### src/rtl/obj_scan_unit_if.sv
// obj_scan_unit_if
// Bundles the two neighbour links of the object scan unit:
//   - lookup link: the scan unit pulses startrow/step toward the OAM lookup
//     stage and receives the attributes of the entry currently addressed.
//   - visible-object link: the scan unit presents the head of its visible
//     FIFO (vis_valid/vis_index/vis_dy) and the consumer removes it with vis_pop.
// Modports:
//   master : the scan unit side (drives startrow, step, vis_*; reads attributes, vis_pop)
//   slave  : the lookup stage / consumer side
interface obj_scan_unit_if;
  logic       startrow;
  logic       step;
  logic [7:0] objy;
  logic [7:0] vsize;
  logic       rotation;
  logic       dblsize;
  logic [1:0] objmode;
  logic       vis_valid;
  logic [6:0] vis_index;
  logic [6:0] vis_dy;
  logic       vis_pop;

  modport master (
    output startrow, step, vis_valid, vis_index, vis_dy,
    input  objy, vsize, rotation, dblsize, objmode, vis_pop
  );

  modport slave (
    input  startrow, step, vis_valid, vis_index, vis_dy,
    output objy, vsize, rotation, dblsize, objmode, vis_pop
  );
endinterface

### src/rtl/obj_scan_unit.sv
// obj_scan_unit
// Walks all NOBJ OAM entries once per scanline, decides which objects
// intersect the latched row, and queues {index, dy} of each visible object
// in ascending index order into a DEPTH-entry FIFO for the renderer.
// Each entry occupies two 32-bit lookup words, hence two step pulses per entry.
// Ports:
//   clock, reset   : system clock, synchronous active-high reset
//   linestart      : one-cycle pulse starting (or restarting) a scan
//   row            : scanline number, captured on linestart
//   scan_done      : last entry evaluated, held until next linestart
//   busy           : scan in progress (not IDLE / DONE)
//   bus (master)   : lookup link (startrow, step, attributes) and
//                    visible-object FIFO head (vis_valid, vis_index, vis_dy, vis_pop)
//
// state  | meaning
// -------+-------------------------------------------------------------
// IDLE   | after reset, waiting for linestart
// START  | startrow pulse to the lookup stage, entry counter at 0
// WAIT   | ATTR_WAIT cycles for lookup attributes to settle
// EVAL   | visibility test of current entry, push if visible (may stall)
// STEP_A | first step pulse (first word of next entry)
// STEP_B | second step pulse, entry counter advances
// DONE   | all entries evaluated, scan_done held high
module obj_scan_unit #(
  parameter int NOBJ      = 128,
  parameter int DEPTH     = 16,
  parameter int ATTR_WAIT = 1
) (
  input  logic       clock,
  input  logic       reset,
  input  logic       linestart,
  input  logic [7:0] row,
  output logic       scan_done,
  output logic       busy,
  obj_scan_unit_if.master bus
);

  localparam int AW = $clog2(DEPTH);
  localparam int WW = (ATTR_WAIT > 1) ? $clog2(ATTR_WAIT) : 1;

  typedef enum logic [2:0] {
    IDLE   = 3'd0,
    START  = 3'd1,
    WAIT   = 3'd2,
    EVAL   = 3'd3,
    STEP_A = 3'd4,
    STEP_B = 3'd5,
    DONE   = 3'd6
  } state_t;

  state_t        state;
  state_t        state_nxt;
  logic [7:0]    row_reg;
  logic [6:0]    entry;
  logic [WW-1:0] wait_cnt;

  logic          startrow_q;
  logic          step_q;
  logic          scan_done_q;
  logic          busy_q;

  logic [13:0]   mem [DEPTH];
  logic [AW-1:0] wr_ptr;
  logic [AW-1:0] rd_ptr;
  logic [AW:0]   count;

  logic [8:0]    height;
  logic [7:0]    dy;
  logic          visible;
  logic          full;
  logic          not_empty;
  logic          pop_ok;
  logic          stall;
  logic          push;
  logic          last_entry;
  logic [13:0]   head;

  // Affine objects with the double-size flag cover twice their nominal
  // height; a non-affine object with that flag set is disabled instead.
  always_comb begin
    height = (bus.rotation && bus.dblsize) ? {bus.vsize, 1'b0} : {1'b0, bus.vsize};
  end

  // Modulo-256 difference lets objects wrapping past row 255 hit low rows.
  assign dy         = row_reg - bus.objy;
  assign visible    = ({1'b0, dy} < height)
                      && !(!bus.rotation && bus.dblsize)
                      && (bus.objmode != 2'd3);

  assign full       = (count == (AW+1)'(DEPTH));
  assign not_empty  = (count != '0);
  assign pop_ok     = bus.vis_pop && not_empty && !linestart;
  // A simultaneous pop frees the slot the push needs, so only a full FIFO
  // without a pop holds the scan.
  assign stall      = (state == EVAL) && visible && full && !bus.vis_pop;
  assign push       = (state == EVAL) && visible && !stall && !linestart;
  assign last_entry = (entry == 7'(NOBJ - 1));

  always_comb begin
    state_nxt = state;
    if (linestart) begin
      state_nxt = START;
    end else begin
      case (state)
        START:   state_nxt = WAIT;
        WAIT:    if (wait_cnt == '0) state_nxt = EVAL;
        EVAL:    if (!stall) state_nxt = last_entry ? DONE : STEP_A;
        STEP_A:  state_nxt = STEP_B;
        STEP_B:  state_nxt = WAIT;
        default: state_nxt = state;
      endcase
    end
  end

  always_ff @(posedge clock) begin
    if (reset) begin
      state       <= IDLE;
      row_reg     <= '0;
      entry       <= '0;
      wait_cnt    <= '0;
      startrow_q  <= 1'b0;
      step_q      <= 1'b0;
      scan_done_q <= 1'b0;
      busy_q      <= 1'b0;
      wr_ptr      <= '0;
      rd_ptr      <= '0;
      count       <= '0;
    end else begin
      state <= state_nxt;

      // Outputs are decoded from the next state so they line up with it.
      startrow_q  <= (state_nxt == START);
      step_q      <= (state_nxt == STEP_A) || (state_nxt == STEP_B);
      scan_done_q <= (state_nxt == DONE);
      busy_q      <= (state_nxt != IDLE) && (state_nxt != DONE);

      if (state == START || state == STEP_B) begin
        wait_cnt <= WW'(ATTR_WAIT - 1);
      end else if (state == WAIT && wait_cnt != '0) begin
        wait_cnt <= wait_cnt - 1'b1;
      end

      if (state == STEP_B) begin
        entry <= entry + 7'd1;
      end

      if (push) begin
        wr_ptr <= wr_ptr + 1'b1;
      end
      if (pop_ok) begin
        rd_ptr <= rd_ptr + 1'b1;
      end
      case ({push, pop_ok})
        2'b10:   count <= count + 1'b1;
        2'b01:   count <= count - 1'b1;
        default: count <= count;
      endcase

      // A new line discards whatever the previous scan left queued.
      if (linestart) begin
        row_reg <= row;
        entry   <= '0;
        wr_ptr  <= '0;
        rd_ptr  <= '0;
        count   <= '0;
      end
    end
  end

  always_ff @(posedge clock) begin
    if (push) begin
      mem[wr_ptr] <= {entry, dy[6:0]};
    end
  end

  assign head = mem[rd_ptr];

  assign bus.startrow  = startrow_q;
  assign bus.step      = step_q;
  assign bus.vis_valid = not_empty;
  // Head fields read as zero when empty so stale RAM never leaks out.
  assign bus.vis_index = not_empty ? head[13:7] : 7'd0;
  assign bus.vis_dy    = not_empty ? head[6:0]  : 7'd0;
  assign scan_done     = scan_done_q;
  assign busy          = busy_q;

endmodule

### src/flat_wrapper.sv
// flat-port wrapper written by rule: the top's interface ports become plain ports
module obj_scan_unit_flat 
#(
  parameter int NOBJ      = 128,
  parameter int DEPTH     = 16,
  parameter int ATTR_WAIT = 1
)
  (clock, reset, linestart, row, scan_done, busy, bus_startrow, bus_step, bus_vis_valid, bus_vis_index, bus_vis_dy, bus_objy, bus_vsize, bus_rotation, bus_dblsize, bus_objmode, bus_vis_pop);
  obj_scan_unit_if bus_i ();
  input  logic clock;
  input  logic reset;
  input  logic linestart;
  input  logic [7:0] row;
  output logic scan_done;
  output logic busy;
  output wire logic [$bits(bus_i.startrow)-1:0] bus_startrow;
  output wire logic [$bits(bus_i.step)-1:0] bus_step;
  output wire logic [$bits(bus_i.vis_valid)-1:0] bus_vis_valid;
  output wire logic [$bits(bus_i.vis_index)-1:0] bus_vis_index;
  output wire logic [$bits(bus_i.vis_dy)-1:0] bus_vis_dy;
  input wire logic [$bits(bus_i.objy)-1:0] bus_objy;
  input wire logic [$bits(bus_i.vsize)-1:0] bus_vsize;
  input wire logic [$bits(bus_i.rotation)-1:0] bus_rotation;
  input wire logic [$bits(bus_i.dblsize)-1:0] bus_dblsize;
  input wire logic [$bits(bus_i.objmode)-1:0] bus_objmode;
  input wire logic [$bits(bus_i.vis_pop)-1:0] bus_vis_pop;
  assign bus_startrow = bus_i.startrow;
  assign bus_step = bus_i.step;
  assign bus_vis_valid = bus_i.vis_valid;
  assign bus_vis_index = bus_i.vis_index;
  assign bus_vis_dy = bus_i.vis_dy;
  assign bus_i.objy = bus_objy;
  assign bus_i.vsize = bus_vsize;
  assign bus_i.rotation = bus_rotation;
  assign bus_i.dblsize = bus_dblsize;
  assign bus_i.objmode = bus_objmode;
  assign bus_i.vis_pop = bus_vis_pop;
  obj_scan_unit #(.NOBJ(NOBJ), .DEPTH(DEPTH), .ATTR_WAIT(ATTR_WAIT)) u_core (.clock(clock), .reset(reset), .linestart(linestart), .row(row), .scan_done(scan_done), .busy(busy), .bus(bus_i));
endmodule
### config.mk
export PLATFORM = sky130hd
export DESIGN_NAME = obj_scan_unit_flat
export DESIGN_NICKNAME = d
export VERILOG_FILES = /design/src/rtl/obj_scan_unit_if.sv /design/src/rtl/obj_scan_unit.sv /design/src/flat_wrapper.sv
export SDC_FILE = /design/constraint.sdc
export NUM_CORES = 1
export LEC_CHECK = 0
export CORE_ASPECT_RATIO = 1.1
export CORE_MARGIN = 2
export CORE_UTILIZATION = 45
export DETAILED_ROUTE_END_ITERATION = 8
export PLACE_DENSITY_LB_ADDON = 0.25
export SLEW_MARGIN = 20
export SYNTH_ARGS = -nofsm -noshare
export SYNTH_HDL_FRONTEND = slang
export SYNTH_SLANG_ARGS = --single-unit
### constraint.sdc
create_clock -name clock -period 5.5 [get_ports clock]
set_clock_uncertainty 0.05 [all_clocks]
set_input_delay 1.1 -clock clock [delete_from_list [all_inputs] [get_ports clock]]
set_output_delay 1.1 -clock clock [all_outputs]
set_load 0.02 [all_outputs]
Word level (Yosys, flattened, before mapping)
Memories as Yosys holds them, arrays and structs flattened. A register that Yosys moved wholly into a read port is not among the register bits.
Cells that the tools add are included.
{"block": "op_classes", "n_eq_ne": 15, "muxes": 13, "order_cmp": 1, "n_reduce_logical": 26, "addsub": 7}
{"cell": "equality test 3 bit, second input constant", "n": 5}
{"cell": "2-to-1 mux 7 bit", "n": 2}
{"cell": "logical AND 1 bit", "n": 13}
{"cell": "one-hot mux 3 bit (4 select lines)", "n": 1}
{"cell": "one-hot mux 5 bit (2 select lines)", "n": 1}
{"cell": "< comparator 8 x 9 -> 1 bit", "n": 1}
{"cell": "2-to-1 mux 3 bit", "n": 3}
{"cell": "2-to-1 mux 9 bit", "n": 1}
{"cell": "adder 4 x 1 -> 4 bit, second input constant", "n": 2}
{"cell": "2-to-1 mux 4 bit", "n": 2}
{"cell": "subtractor 8 bit", "n": 1}
{"cell": "adder 7 x 1 -> 7 bit, second input constant", "n": 1}
{"cell": "equality test 7 bit, second input constant", "n": 1}
{"cell": "equality test 3 x 1 -> 1 bit, second input constant", "n": 2}
{"cell": "equality test 3 x 2 -> 1 bit, second input constant", "n": 2}
{"cell": "OR reduction 2 bit", "n": 3}
{"cell": "adder 5 x 1 -> 5 bit, second input constant", "n": 1}
{"cell": "equality test 5 bit, second input constant", "n": 1}
{"cell": "zero test 1 bit", "n": 5}
{"cell": "nonzero test 5 bit", "n": 1}
{"cell": "subtractor 5 x 1 -> 5 bit, second input constant", "n": 1}
{"cell": "!= test 3 bit, second input constant", "n": 1}
{"cell": "nonzero test 3 bit", "n": 1}
{"cell": "equality test 2 x 1 -> 1 bit, second input constant", "n": 1}
{"cell": "7 further kinds", "n": 9}
{"block": "totals", "in_bits": 32, "out_inout_bits": 19, "reg_bits": 36, "memories": 1, "mem_bits_rw": 224, "elab_cells": 74}
{"name": "u_core.mem", "words": 16, "word_bits": 14, "read_ports": 1, "rd_ports_with_merged_regs": 1, "write_ports": 1, "line_no": "obj_scan_unit.sv:62", "rtl": "logic [13:0] mem [DEPTH];"}

Logic depth before layout (Yosys ltp)
{"block": "depth", "ltp_word": 13, "ltp_mapped": 25, "mapped_depth_nobuf": 23}

Worst setup path after synthesis
No wires, ideal clock.
{"block": "synth_timing", "kind": "input -> register", "start": "in bus_objy[0]", "end": "reg u_core.count[4]", "stages": 24, "t_arrival_ns": 5.617, "setup_ns": 0.128, "n_path_buf": 2, "slack_ns": -0.295, "required_ns": 5.322, "path_cell_list": "ha_1 -> inv_1 -> fa_1 -> a21o_1 -> a21oi_1 -> o21bai_1 -> a21oi_1 -> xnor2_1 -> ha_1 -> a211oi_1 -> o211ai_1 -> o21a_1 -> nor3_2 -> buf_2 -> inv_1 -> ha_1 -> clkbuf_1 -> xor2_1 -> ha_1 -> a21boi_0 -> o211a_1 -> a211oi_1 -> xnor2_1 -> nor2_1"}
{"block": "synth_between", "elab_chain_cells": 12, "elab_cells_between_ends": 14, "cone_classes": "1 x add/sub; 1 x order compare; 2 x eq/ne; 1 x mux; 9 x reduce/logical"}
{"item": "start, declared", "line_no": "flat_wrapper.sv:21", "rtl": "input wire logic [$bits(bus_i.objy)-1:0] bus_objy;"}
{"item": "subtractor 8 bit (*)", "line_no": "obj_scan_unit.sv:85", "rtl": "assign dy = row_reg - bus.objy;"}
{"item": "via u_core.dy[6]", "line_no": "obj_scan_unit.sv:68", "rtl": "logic [7:0] dy;"}
{"item": "< comparator 8 x 9 -> 1 bit (*)", "line_no": "obj_scan_unit.sv:86", "rtl": "assign visible = ({1'b0, dy} < height)"}
{"item": "logical AND 1 bit (*)", "line_no": "obj_scan_unit.sv:87", "rtl": "&& !(!bus.rotation && bus.dblsize)"}
{"item": "logical AND 1 bit (*)", "line_no": "obj_scan_unit.sv:88", "rtl": "&& (bus.objmode != 2'd3);"}
{"item": "logical AND 1 bit (*)", "line_no": "obj_scan_unit.sv:95, obj_scan_unit.sv:96"}
{"item": "logical AND 1 bit (2 in series)", "line_no": "obj_scan_unit.sv:95", "rtl": "assign stall = (state == EVAL) && visible && full && !bus.vis_pop;"}
{"item": "zero test 1 bit", "line_no": "obj_scan_unit.sv:96", "rtl": "assign push = (state == EVAL) && visible && !stall && !linestart;"}
{"item": "logical AND 1 bit (*) (2 in series)", "line_no": "obj_scan_unit.sv:96"}
{"item": "equality test 2 x 1 -> 1 bit / equality test 2 bit (equally long branches)", "line_no": "obj_scan_unit.sv:153", "rtl": "case ({push, pop_ok})"}
{"item": "one-hot mux 5 bit (2 select lines) / nonzero test 2 bit (equally long branches)"}
{"item": "end signal, assigned", "line_no": "obj_scan_unit.sv:154", "rtl": "2'b10: count <= count + 1'b1;"}
{"item": "end signal, assigned", "line_no": "obj_scan_unit.sv:155", "rtl": "2'b01: count <= count - 1'b1;"}
{"item": "end signal, assigned", "line_no": "obj_scan_unit.sv:156", "rtl": "default: count <= count;"}
{"item": "end, declared", "line_no": "obj_scan_unit.sv:65", "rtl": "logic [AW:0] count;"}
The timed path passes the listed nets; every way through them passes the cells marked *.
A chain may end at the register's enable or synchronous reset.

Worst setup path in the final report
Same ends and word-level chain as after synthesis.

==> summary.md <==
| Metric | Value |
|---|---|
| Post-DR wirelength/cell | `~22 um` |
| Overall fraction of global-route tracks in use | `a little under a fifth` |
| Number of different library cells in the post-synthesis netlist | `55` |
| Beginning of the worst hold path | `u_core.wait_cnt` |
| Maximum number of pins on one net before global-route repair | `32` |
| Wire length of the first global-routing pass | `36400 um` |
| Number of buffers created by CTS | `27` |
| Count of nets after finishing | `just under 800` |
| Actual slew at the worst max-slew pin | `0.978 ns` |
| Endpoint with the worst hold slack | `u_core.wait_cnt` |
| Most frequent standard cell in the layout excluding fill and tap cells | `sky130_fd_sc_hd__edfxtp_1` |
| Starting DRT DRC Count | `460` |
| Setup crit start kind | `input port` |
| Clock-pin slew reported for the worst setup and hold paths after clock tree synthesis | `approximately 0.06 ns` |
| Number of register bits inferred by synthesis | `roughly 260` |
| Fraction of synthesized cell area in xor and xnor cells | `1.51%` |
| Routability Congestion | `around 0.79` |
| Die X-Extent | `between 150 and 200 um` |
| Post-Synth Adder-Cell Area | `under 10%` |
| Count of flip-flops with a built-in enable after synthesis | `224` |
| Number of top-level pins | `~50` |
| Fmax | `between 0.15 and 0.2 GHz` |
| Dominant combinational cell family by area after synthesis | `multiplexers` |
| FF-to-FF Start | `u_core.row_reg[0]` |
| Post-synthesis mux area share | `15.8%` |
| Setup repair after global routing missed its margin | `no` |
| Number of diodes added for antenna fixing | `0` |
| Most frequent cells in the layout | `224 x sky130_fd_sc_hd__edfxtp_1, 70 x sky130_fd_sc_hd__mux4_2, 50 x sky130_fd_sc_hd__clkdlybuf4s50_1, 39 x sky130_fd_sc_hd__buf_4, 38 x sky130_fd_sc_hd__dfxtp_1` |
| Count of input and output buffers | `50` |
| Crit Path Max Fanout | `3` |
| TritonCTS clock tree | `done` |
| Wire length after detailed routing | `23200 um` |
| Min Tclk post-route | `5.23 ns` |
| Post-DP Area | `between 0.01 and 0.015 mm2` |
| Post-synthesis compound-gate area fraction | `3.41%` |
| Cts hold-fix bufs | `0` |
| Hold Violations, Final | `0` |
| Hold/Removal Path Class | `flip-flop to flip-flop` |
| Final cycle utilization of the critical path | `between 90% and 100%` |
| Antenna Violating Nets Remaining | `0` |
| Final design area excluding fillers | `0.0131 mm2` |
| Simple-gate share of the synthesized area | `6.12%` |
| H-tree lvl count | `1` |
| Depth of the most critical reg-to-reg path | `23` |
| Fraction of the yosys area taken by sequential cells | `approximately two thirds` |
| Number of global-route vias before repair | `approximately 6300` |
| Std-Cell Rows | `60` |
| Hold Path Cell Cnt | `2` |
| Required time worst endpoint | `5.84 ns` |
| Gr ovfl total | `0` |
| Final slew viol count | `0` |
| Residual DRC count | `0` |
| Gate count after technology mapping | `623` |
| Number of nets produced by synthesis | `slightly below 700` |
| Post-Syn Area per Cell | `roughly 18 um2` |
| Synthesis-to-layout area growth | `18.5%` |
| Clk_lat worst skew | `~0.52 ns` |
| Syn. warnings | `0` |
| Type of the setup path with the least slack | `input port to flip-flop` |
| Initial standard-cell utilization of the core | `around 46%` |
| Number of antenna violations at the first check in global routing | `0` |
| Summed instance area of the synthesized netlist | `between 0.01 and 0.015 mm2` |
| First-pass DRT Iterations | `4` |
| Primary FF master, synth | `sky130_fd_sc_hd__edfxtp_1` |
| Kind of end point of the critical path | `flip-flop` |
| Share of post-route cells with drive strength above 1 | `between 20% and 30%` |
| Worst reg-to-reg setup slack | `about 0.93 ns` |
| Post-detailed-placement half-perimeter wirelength | `~14000 um` |
| Data arrival time of the critical path | `between 5 and 6 ns` |
| Max reg flops | `roughly 220` |
| Vias/cell | `5.70` |
| Longest Clk Path Bufs | `3` |
| Worst relative slew slack | `between 30% and 40%` |
| Async set or reset register ratio after synthesis | `0%` |
| Post CTS Setup Buffer Count | `0` |
| Reg2Reg Capture Point | `u_core.count[4]` |
| Maximum capacitance violations | `0` |
| Highest ir drop seen on vdd | `0.213 mV` |
| Die area | `around 0.026 mm2` |
| Die outline height | `168 um` |
| Vias | `a little under 6000` |
| Outcome | `completed` |
| Cell area power density | `approximately 310 mW/mm2` |
| Share of the core filled with cells in the final layout | `a little over half` |
| Area of the core | `around 0.024 mm2` |
| Number of sinks handled by clock tree synthesis | `264` |
| CTS Root Cell | `sky130_fd_sc_hd__clkbuf_16` |
| Post-cts resize count | `0` |
| Count of final setup violators | `0` |
| Leakage power of the design | `between 0.004 and 0.005 uW` |
## worst max-delay path by stage
stage                      startpoint         endpoint  slack, ns  cells past startpoint
after detailed placement  bus_objy[0]  u_core.count[4]      -0.32                     23
after floorplan           bus_objy[0]  u_core.count[4]       0.01                     24
final                     bus_objy[0]  u_core.count[4]       0.27                     23
after global placement    bus_objy[0]  u_core.count[4]      -0.18                     23
after CTS                 bus_objy[0]  u_core.count[4]       0.22                     23
after global routing      bus_objy[0]  u_core.count[4]       0.01                     23
## worst max-delay path: stages
cell and delay (ns):
sky130_fd_sc_hd__clkdlybuf4s50_1 0.46, sky130_fd_sc_hd__ha_1 0.16, sky130_fd_sc_hd__inv_1 0.06, sky130_fd_sc_hd__fa_1 0.38
sky130_fd_sc_hd__a21o_1 0.18, sky130_fd_sc_hd__a21oi_1 0.17, sky130_fd_sc_hd__o21bai_1 0.10, sky130_fd_sc_hd__a21oi_2 0.25
sky130_fd_sc_hd__xnor2_4 0.10, sky130_fd_sc_hd__ha_1 0.34, sky130_fd_sc_hd__a211oi_2 0.22, sky130_fd_sc_hd__o211ai_1 0.14
sky130_fd_sc_hd__o21a_1 0.23, sky130_fd_sc_hd__nor3_4 0.15, sky130_fd_sc_hd__inv_1 0.08, sky130_fd_sc_hd__ha_1 0.23
sky130_fd_sc_hd__xor2_1 0.15, sky130_fd_sc_hd__ha_1 0.22, sky130_fd_sc_hd__a21boi_1 0.15, sky130_fd_sc_hd__o211a_1 0.26
sky130_fd_sc_hd__a211oi_2 0.23, sky130_fd_sc_hd__xnor2_1 0.14, sky130_fd_sc_hd__nor2_1 0.05
## cell type report
type	count	area (um2)
Clock inverter	7	87.6
Tap cell	310	388
Clock buffer	37	733
Fill cell	1925	11200
Multi-Input combinational cell	312	3320
Sequential cell	264	7530
Inverter	17	63.8
Timing Repair Buffer	97	953
## power by group
group	internal [uW]	total (uW)	switching, uW	leakage [uW]
logic	86.9	204	117	0.00168
registers	2200	2200	5.15	0.00232
clock network	1020	1710	696	0.000401
## metal layers
layer	GRT usage, %	part of all wire, %
met1	24.4	42
met2	32.9	52
met3	2.45	4.2
met4	4.23	1.6
met5	0	0
## synthesized netlist by cell type, types with 7 or more instances
library cell | n | area [um2]
sky130_fd_sc_hd__inv_1 | 17 | 63.8
sky130_fd_sc_hd__xnor2_1 | 8 | 70.1
sky130_fd_sc_hd__and2_1 | 16 | 100
sky130_fd_sc_hd__nor2_1 | 35 | 131
sky130_fd_sc_hd__mux4_2 | 70 | 1580
sky130_fd_sc_hd__a21oi_1 | 14 | 70.1
sky130_fd_sc_hd__dfxtp_1 | 40 | 801
sky130_fd_sc_hd__clkbuf_1 | 13 | 48.8
sky130_fd_sc_hd__edfxtp_1 | 224 | 6730
sky130_fd_sc_hd__nand2_1 | 15 | 56.3
sky130_fd_sc_hd__xor2_1 | 11 | 96.3
sky130_fd_sc_hd__nor2b_1 | 7 | 43.8
sky130_fd_sc_hd__and3_1 | 20 | 125
sky130_fd_sc_hd__ha_1 | 24 | 300
sky130_fd_sc_hd__o21ai_0 | 8 | 40.0
sky130_fd_sc_hd__mux2i_1 | 17 | 170
sky130_fd_sc_hd__buf_2 | 10 | 50.1
sky130_fd_sc_hd__nand3_1 | 11 | 55.1
## logic make-up (layout without fill, tap and decap cells)
kind of cell | after synthesis | after routing
flip-flops | 264 | 264
XOR/XNOR | 19 | 19
multiplexers | 87 | 87
AND/OR/NAND/NOR | 127 | 127
buffers and inverters | 47 | 158
AO/OA/AOI/OAI | 54 | 54
adder cells (fa/ha/maj) | 25 | 25
## through the flow
stage	cells	hold WS, ns	worst slack, ns	TNS [ns]	total power (uW)
final	1044	0.427	0.271	0	4120
after global routing	1044	0.440	0.0112	0	4260
after global placement	1000	0.396	-0.182	-0.182	2430
after floorplan	623	0.379	0.0116	0	2360
after detailed placement	1000	0.410	-0.319	-0.444	2450
after CTS	1044	0.420	0.225	0	4150
Note: power is estimated with default switching activity, not from simulation.
==> patch 1: new RTL, same settings <==
Encoding of `state_t`: now one-hot (7 bits for 7 states).
--- a/src/rtl/obj_scan_unit.sv
+++ b/src/rtl/obj_scan_unit.sv
@@ -38,14 +38,14 @@
   localparam int AW = $clog2(DEPTH);
   localparam int WW = (ATTR_WAIT > 1) ? $clog2(ATTR_WAIT) : 1;
 
-  typedef enum logic [2:0] {
-    IDLE   = 3'd0,
-    START  = 3'd1,
-    WAIT   = 3'd2,
-    EVAL   = 3'd3,
-    STEP_A = 3'd4,
-    STEP_B = 3'd5,
-    DONE   = 3'd6
+  typedef enum logic [6:0] {
+    IDLE   = 7'b0000001,
+    START  = 7'b0000010,
+    WAIT   = 7'b0000100,
+    EVAL   = 7'b0001000,
+    STEP_A = 7'b0010000,
+    STEP_B = 7'b0100000,
+    DONE   = 7'b1000000
   } state_t;
 
   state_t        state;
Check against the original RTL: no difference found for any inputs over 4 cycles, from zero or initial values and one cycle with reset high; so few cycles prove little.
==> patch 1 against the original RTL <==
  * Wire length is 7.2% lower
  * Register-to-register slack better by 60 ps
  * Largest cell class unchanged
  * Largest power group unchanged
  * Area after synthesis is 1.3% higher
  * Sequential cell count is 4 higher
  * Worst setup slack better by 0.89 ps
  * Total power is 2.0% lower
  * First-iteration DRC count is 14% higher
  * Sequential share of layout area is 0.84 points higher
  * Final area is 0.35% lower
  * Critical endpoint unchanged
==> patch 1: results (changes against the original RTL) <==
Global routing
  • M1 GR Usage: 0.218 (-0.0263)
  • Met2 Usage GRT: 0.298 (-0.0311)
  • Pin count of the biggest net entering global routing: 57 (+78%)
  • Number of global-route vias before repair: 6222 (-1.8%)
  • First-pass GRT wire length: 34.2 mm (-6.1%)
  • Overall Global Routing Usage: 0.168 (-0.0166)
  • Grt met3 use: 0.0268 (+0.00236)

Critical path
  • R2R setup slack: 990 ps (+60 ps)
  • CP Launch Point: bus_objy[1]
  • Data arrival, critical path: 5600 ps (+40 ps)
  • Crit path max fanout: 4 (+1)
  • R2r worst-path depth: 21 (-8.7%)
  • Slowest cell on crit path: clkdlybuf4s50_1

Timing
  • Slew @ Worst Pin: 957 ps (-21.0 ps)

Place
  • GPL Wtd Cong: 0.827 (+5.0%)
  • Pre-CTS WS: -336 ps (-17.1 ps)
  • Dpl cell area: 12200 µm² (-0.13%)
  • Post-DP HPWL: 14.2 mm (about the same)

Routing
  • Initial drt markers: 525 (+14%)
  • Highest routed layer: met4
  • Wl on met1: 9.08 mm (-7.3%)
  • Routed length per instance: 20.5 µm (-7.9%)
  • DR WL met2: 10.9 mm (-9.6%)
  • Met3 wire len: 1.05 mm (+8.6%)
  • Via density: 5.57 (-2.3%)

Clock network
  • Post-CTS sizing: 0 (unchanged)
  • # Post-CTS Setup Buffers: 0 (unchanged)
  • Worst-case clock buffer depth: 3 (unchanged)
  • Worst-path clk slew: 60 ps (about the same)
  • CTS Buf Count: 26 (-3.7%)

Synth
  • Mux share of post-synthesis cell area: 0.157 (-0.00107)
  • Yosys synthesis warning count: 0 (unchanged)
  • Synth cell types: 56 (+1.8%)
  • Post-Syn Nets: 694 (+2.1%)
  • Synth cell count leaders: edfxtp_1 (224), mux4_2 (70), nor2_1 (52), dfxtp_1 (44), nand2_1 (27)
  • Post-Synth XOR/XNOR Area: 0.0204 (+0.00530)
  • Seq/Total Area, Yosys: 0.681 (-0.00131)
  • Post-synthesis compound-gate area fraction: 0.0326 (-0.00154)
  • Cells taking the most area after synthesis: edfxtp_1 (60%), mux4_2 (14%), dfxtp_1 (7.9%), ha_1 (2.7%), nor2_1 (1.7%)
  • Synth Area in Adders: 0.0305 (+0.00143)

Status
  • Outcome: completed

Min path
  • Hold path start: u_core.wait_cnt$_SDFFE_PP0P_
  • Hold crit path type: flop to flop
  • Worst Hold Path Cells: 1 (-1)

Final layout
  • Layout cells sized above 1: 0.226 (+0.00298)
  • Fillers: 1888 (-1.9%)
  • Nets: 780 (+0.52%)

Power and ir drop
  • Worst IR Drop VDD: 0.233 mV (+9.4%)
  • Sw power: 0.000829 W (+1.3%)
  • Static leakage: 4.34 nW (-1.2%)
==> patch 1: power by group through the flow <==
stage / logic [W] / registers [W] / clock network (W)
floorplan: 0.000110 / 0.00227 / 0
global placement: 0.000188 / 0.00227 / 0
detailed placement: 0.000200 / 0.00227 / 0
CTS: 0.000201 / 0.00223 / 0.00164
global route: 0.000229 / 0.00223 / 0.00171
finish: 0.000210 / 0.00223 / 0.00160
==> patch 1: cell type report <==
cell class	count	area [µm²]	area share
Clock buffer	31	691	0.0530
Timing Repair Buffer	86	783	0.0601
Inverter	18	67.6	0.00518
Multi-Input combinational cell	322	3410	0.261
Tap cell	310	388	0.0298
Clock inverter	17	83.8	0.00643
Sequential cell	268	7610	0.584
==> patch 1: kinds of logic (layout without fill, tap and decap cells) <==
kind of cell	after synthesis	count (layout)
AOI/OAI and AO/OA	49	49
and+or+nand+nor	133	133
DFF	268	268
buffers and inverters	46	152
adders and majority gates	26	26
xor gates and xnor gates	26	26
muxes	88	88
==> patch 1: worst max-delay path by stage <==
stage	slack [ps]	end	cells after the start
4_1_cts	200	u_core.count[4]$_SDFFE_PP0P_	22
2_1_floorplan	30	u_core.count[4]$_SDFFE_PP0P_	22
6_report	270	u_core.count[4]$_SDFFE_PP0P_	22
5_1_grt	2	u_core.count[4]$_SDFFE_PP0P_	22
3_5_place_dp	-340	u_core.count[4]$_SDFFE_PP0P_	22
3_3_place_gp	-120	u_core.count[4]$_SDFFE_PP0P_	22
==> patch 1: through the flow <==
stage	hold slack, ps	cells	power, W	utilization
2_1_floorplan	404	636	0.00238	-
3_3_place_gp	428	1004	0.00246	0.501
3_5_place_dp	422	1004	0.00247	0.501
4_1_cts	436	1052	0.00407	0.533
5_1_grt	455	1052	0.00417	0.534
6_report	431	1052	0.00404	0.534
==> patch 2: new RTL, same flow settings <==
Made on the original files. `DEPTH` is set to 16 in 2 places; all go to 64.
--- a/src/rtl/obj_scan_unit.sv
+++ b/src/rtl/obj_scan_unit.sv
@@ -23,7 +23,7 @@
 // DONE   | all entries evaluated, scan_done held high
 module obj_scan_unit #(
   parameter int NOBJ      = 128,
-  parameter int DEPTH     = 16,
+  parameter int DEPTH     = 64,
   parameter int ATTR_WAIT = 1
 ) (
   input  logic       clock,
--- a/src/flat_wrapper.sv
+++ b/src/flat_wrapper.sv
@@ -2,7 +2,7 @@
 module obj_scan_unit_flat 
 #(
   parameter int NOBJ      = 128,
-  parameter int DEPTH     = 16,
+  parameter int DEPTH     = 64,
   parameter int ATTR_WAIT = 1
 )
   (clock, reset, linestart, row, scan_done, busy, bus_startrow, bus_step, bus_vis_valid, bus_vis_index, bus_vis_dy, bus_objy, bus_vsize, bus_rotation, bus_dblsize, bus_objmode, bus_vis_pop);
Behaviour: same outputs for any inputs over 4 cycles, from zero or initial values and one cycle with reset high; that may be too few to reach the edited logic, so the function may still have changed.
==> patch 2 against the original RTL <==
  * Clock power grew to 3.7 times the old value
  * Wire length rose to 3.7 times the old value
  * Cell count rose to 3.0 times the old value
  * Area after synthesis grew to 3.3 times the old value
  * Sequential cell count rose by 680
  * Final area rose to 3.3 times the old value
  * Total power grew to 3.6 times the old value
  * Combinational power grew 93%
  * Non-clock buffer count up 90
  * Worst setup slack hardly changed
==> patch 2: results (changes against the original RTL) <==
Critical path
  • R2r worst-path depth: 25 (+8.7%)
  • Reg-to-Reg Start: u_core.row_reg[0]$_SDFFE_PP0P_
  • R2R setup slack: 1070 ps (+140 ps)
  • Data arrival, critical path: 4080 ps (-1480 ps)
  • Crit path max fanout: 20 (+17)

Place
  • GPL Wtd Cong: 0.824 (+4.7%)
  • Pre-CTS WS: -225 ps (+93.1 ps)
  • DP Cell Count: 2954 (+200%)
  • Post-DP HPWL: 50.2 mm (+250%)
  • Dpl cell area: 39500 µm² (+220%)

Final layout
  • Seq. cell area: 27900 µm² (+270%)
  • Nets: 2048 (+160%)
  • NonClk Buf Share: 0.0383 (-0.0346)
  • Multi-input combinational area share: 0.201 (-0.0528)
  • Layout cells sized above 1: 0.265 (+0.0419)
  • Clock-cell share: 0.0723 (+0.00951)
  • Buffers excl. clock: 187 (+93%)
  • Multi-input gates: 752 (+140%)
  • Seq_cells: 944 (+260%)
  • Clkbuf count: 109 (+190%)
  • Fillers: 6202 (+220%)

Synth
  • Post-Synth XOR/XNOR Area: 0.00572 (-0.00936)
  • Post-synthesis compound-gate area fraction: 0.0374 (+0.00331)
  • Post-Syn Nets: 1863 (+170%)
  • Synth cell types: 62 (+13%)
  • Synth cell count leaders: edfxtp_1 (896), mux4_2 (224), nor2_1 (103), a22oi_1 (67), nand2_1 (55)
  • Seq/Total Area, Yosys: 0.758 (+0.0760)
  • Post-Syn Area: 36800 µm² (+230%)
  • Syn_area_per_cell: 20.3 µm² (+15%)
  • EDFF count, synth: 896 (+300%)
  • Mux share of post-synthesis cell area: 0.143 (-0.0153)

Global routing
  • First-pass GRT wire length: 125 mm (+250%)
  • Number of global-route vias before repair: 18700 (+200%)
  • Overall Global Routing Usage: 0.204 (+0.0193)
  • M1 GR Usage: 0.277 (+0.0331)
  • Pin count of the biggest net entering global routing: 68 (+110%)
  • Grt met3 use: 0.0365 (+0.0120)
  • Met2 Usage GRT: 0.339 (+0.0104)
  • Initial antenna violation count: 3 (+3)

Timing
  • Final Hold Slack: 399 ps (-27.6 ps)
  • Slew headroom: 0.283 (-0.0639)

Routing
  • Drt first pass iters: 5 (+1)
  • Highest routed layer: met5
  • DR WL met2: 42.6 mm (+250%)
  • Via count: 18300 (+210%)
  • Wl on met1: 35.4 mm (+260%)
  • Met3 wire len: 5.37 mm (+460%)
  • Initial drt markers: 1766 (+280%)
  • Via density: 5.86 (+2.8%)
  • Routed length per instance: 27.3 µm (+23%)

Power and ir drop
  • Static leakage: 13.2 nW (+200%)
  • Worst IR Drop VDD: 0.268 mV (+26%)

Status
  • Outcome: completed

Clock network
  • CTS Buf Count: 93 (+240%)
  • Worst skew pair latency: 630 ps (+110 ps)
  • # H-tree levels: 3 (+2)
patch 2: worst max path at each step:
stage                            from                            to  slack [ps]
after floorplan           bus_objy[1]  u_core.count[4]$_SDFFE_PP0P_        -170
after global placement    bus_objy[1]  u_core.count[4]$_SDFFE_PP0P_        -140
after detailed placement  bus_objy[1]  u_core.count[4]$_SDFFE_PP0P_        -230
after CTS                        flop              bus_vis_index[3]         210
after global routing      bus_objy[1]  u_core.count[4]$_SDFFE_PP0P_          70
final                            flop              bus_vis_index[3]         270
patch 2: worst max-delay path, cell delays in order, from the launching register on:
cell             delay, ps
dfxtp_1                680
nand3_1                900
o22ai_1                570
or3_2                  290
o21ai_1                 90
a211o_1                350
clkdlybuf4s50_1        550
patch 2: where the power goes:
part	leakage [nW]	total, W	switching [W]	internal [W]
combinational	3.37	0.000394	0.000296	0.0000982
sequential	8.27	0.00796	0.00000471	0.00796
clock	1.51	0.00640	0.00264	0.00376
total	13.2	0.0148	0.00294	0.0118
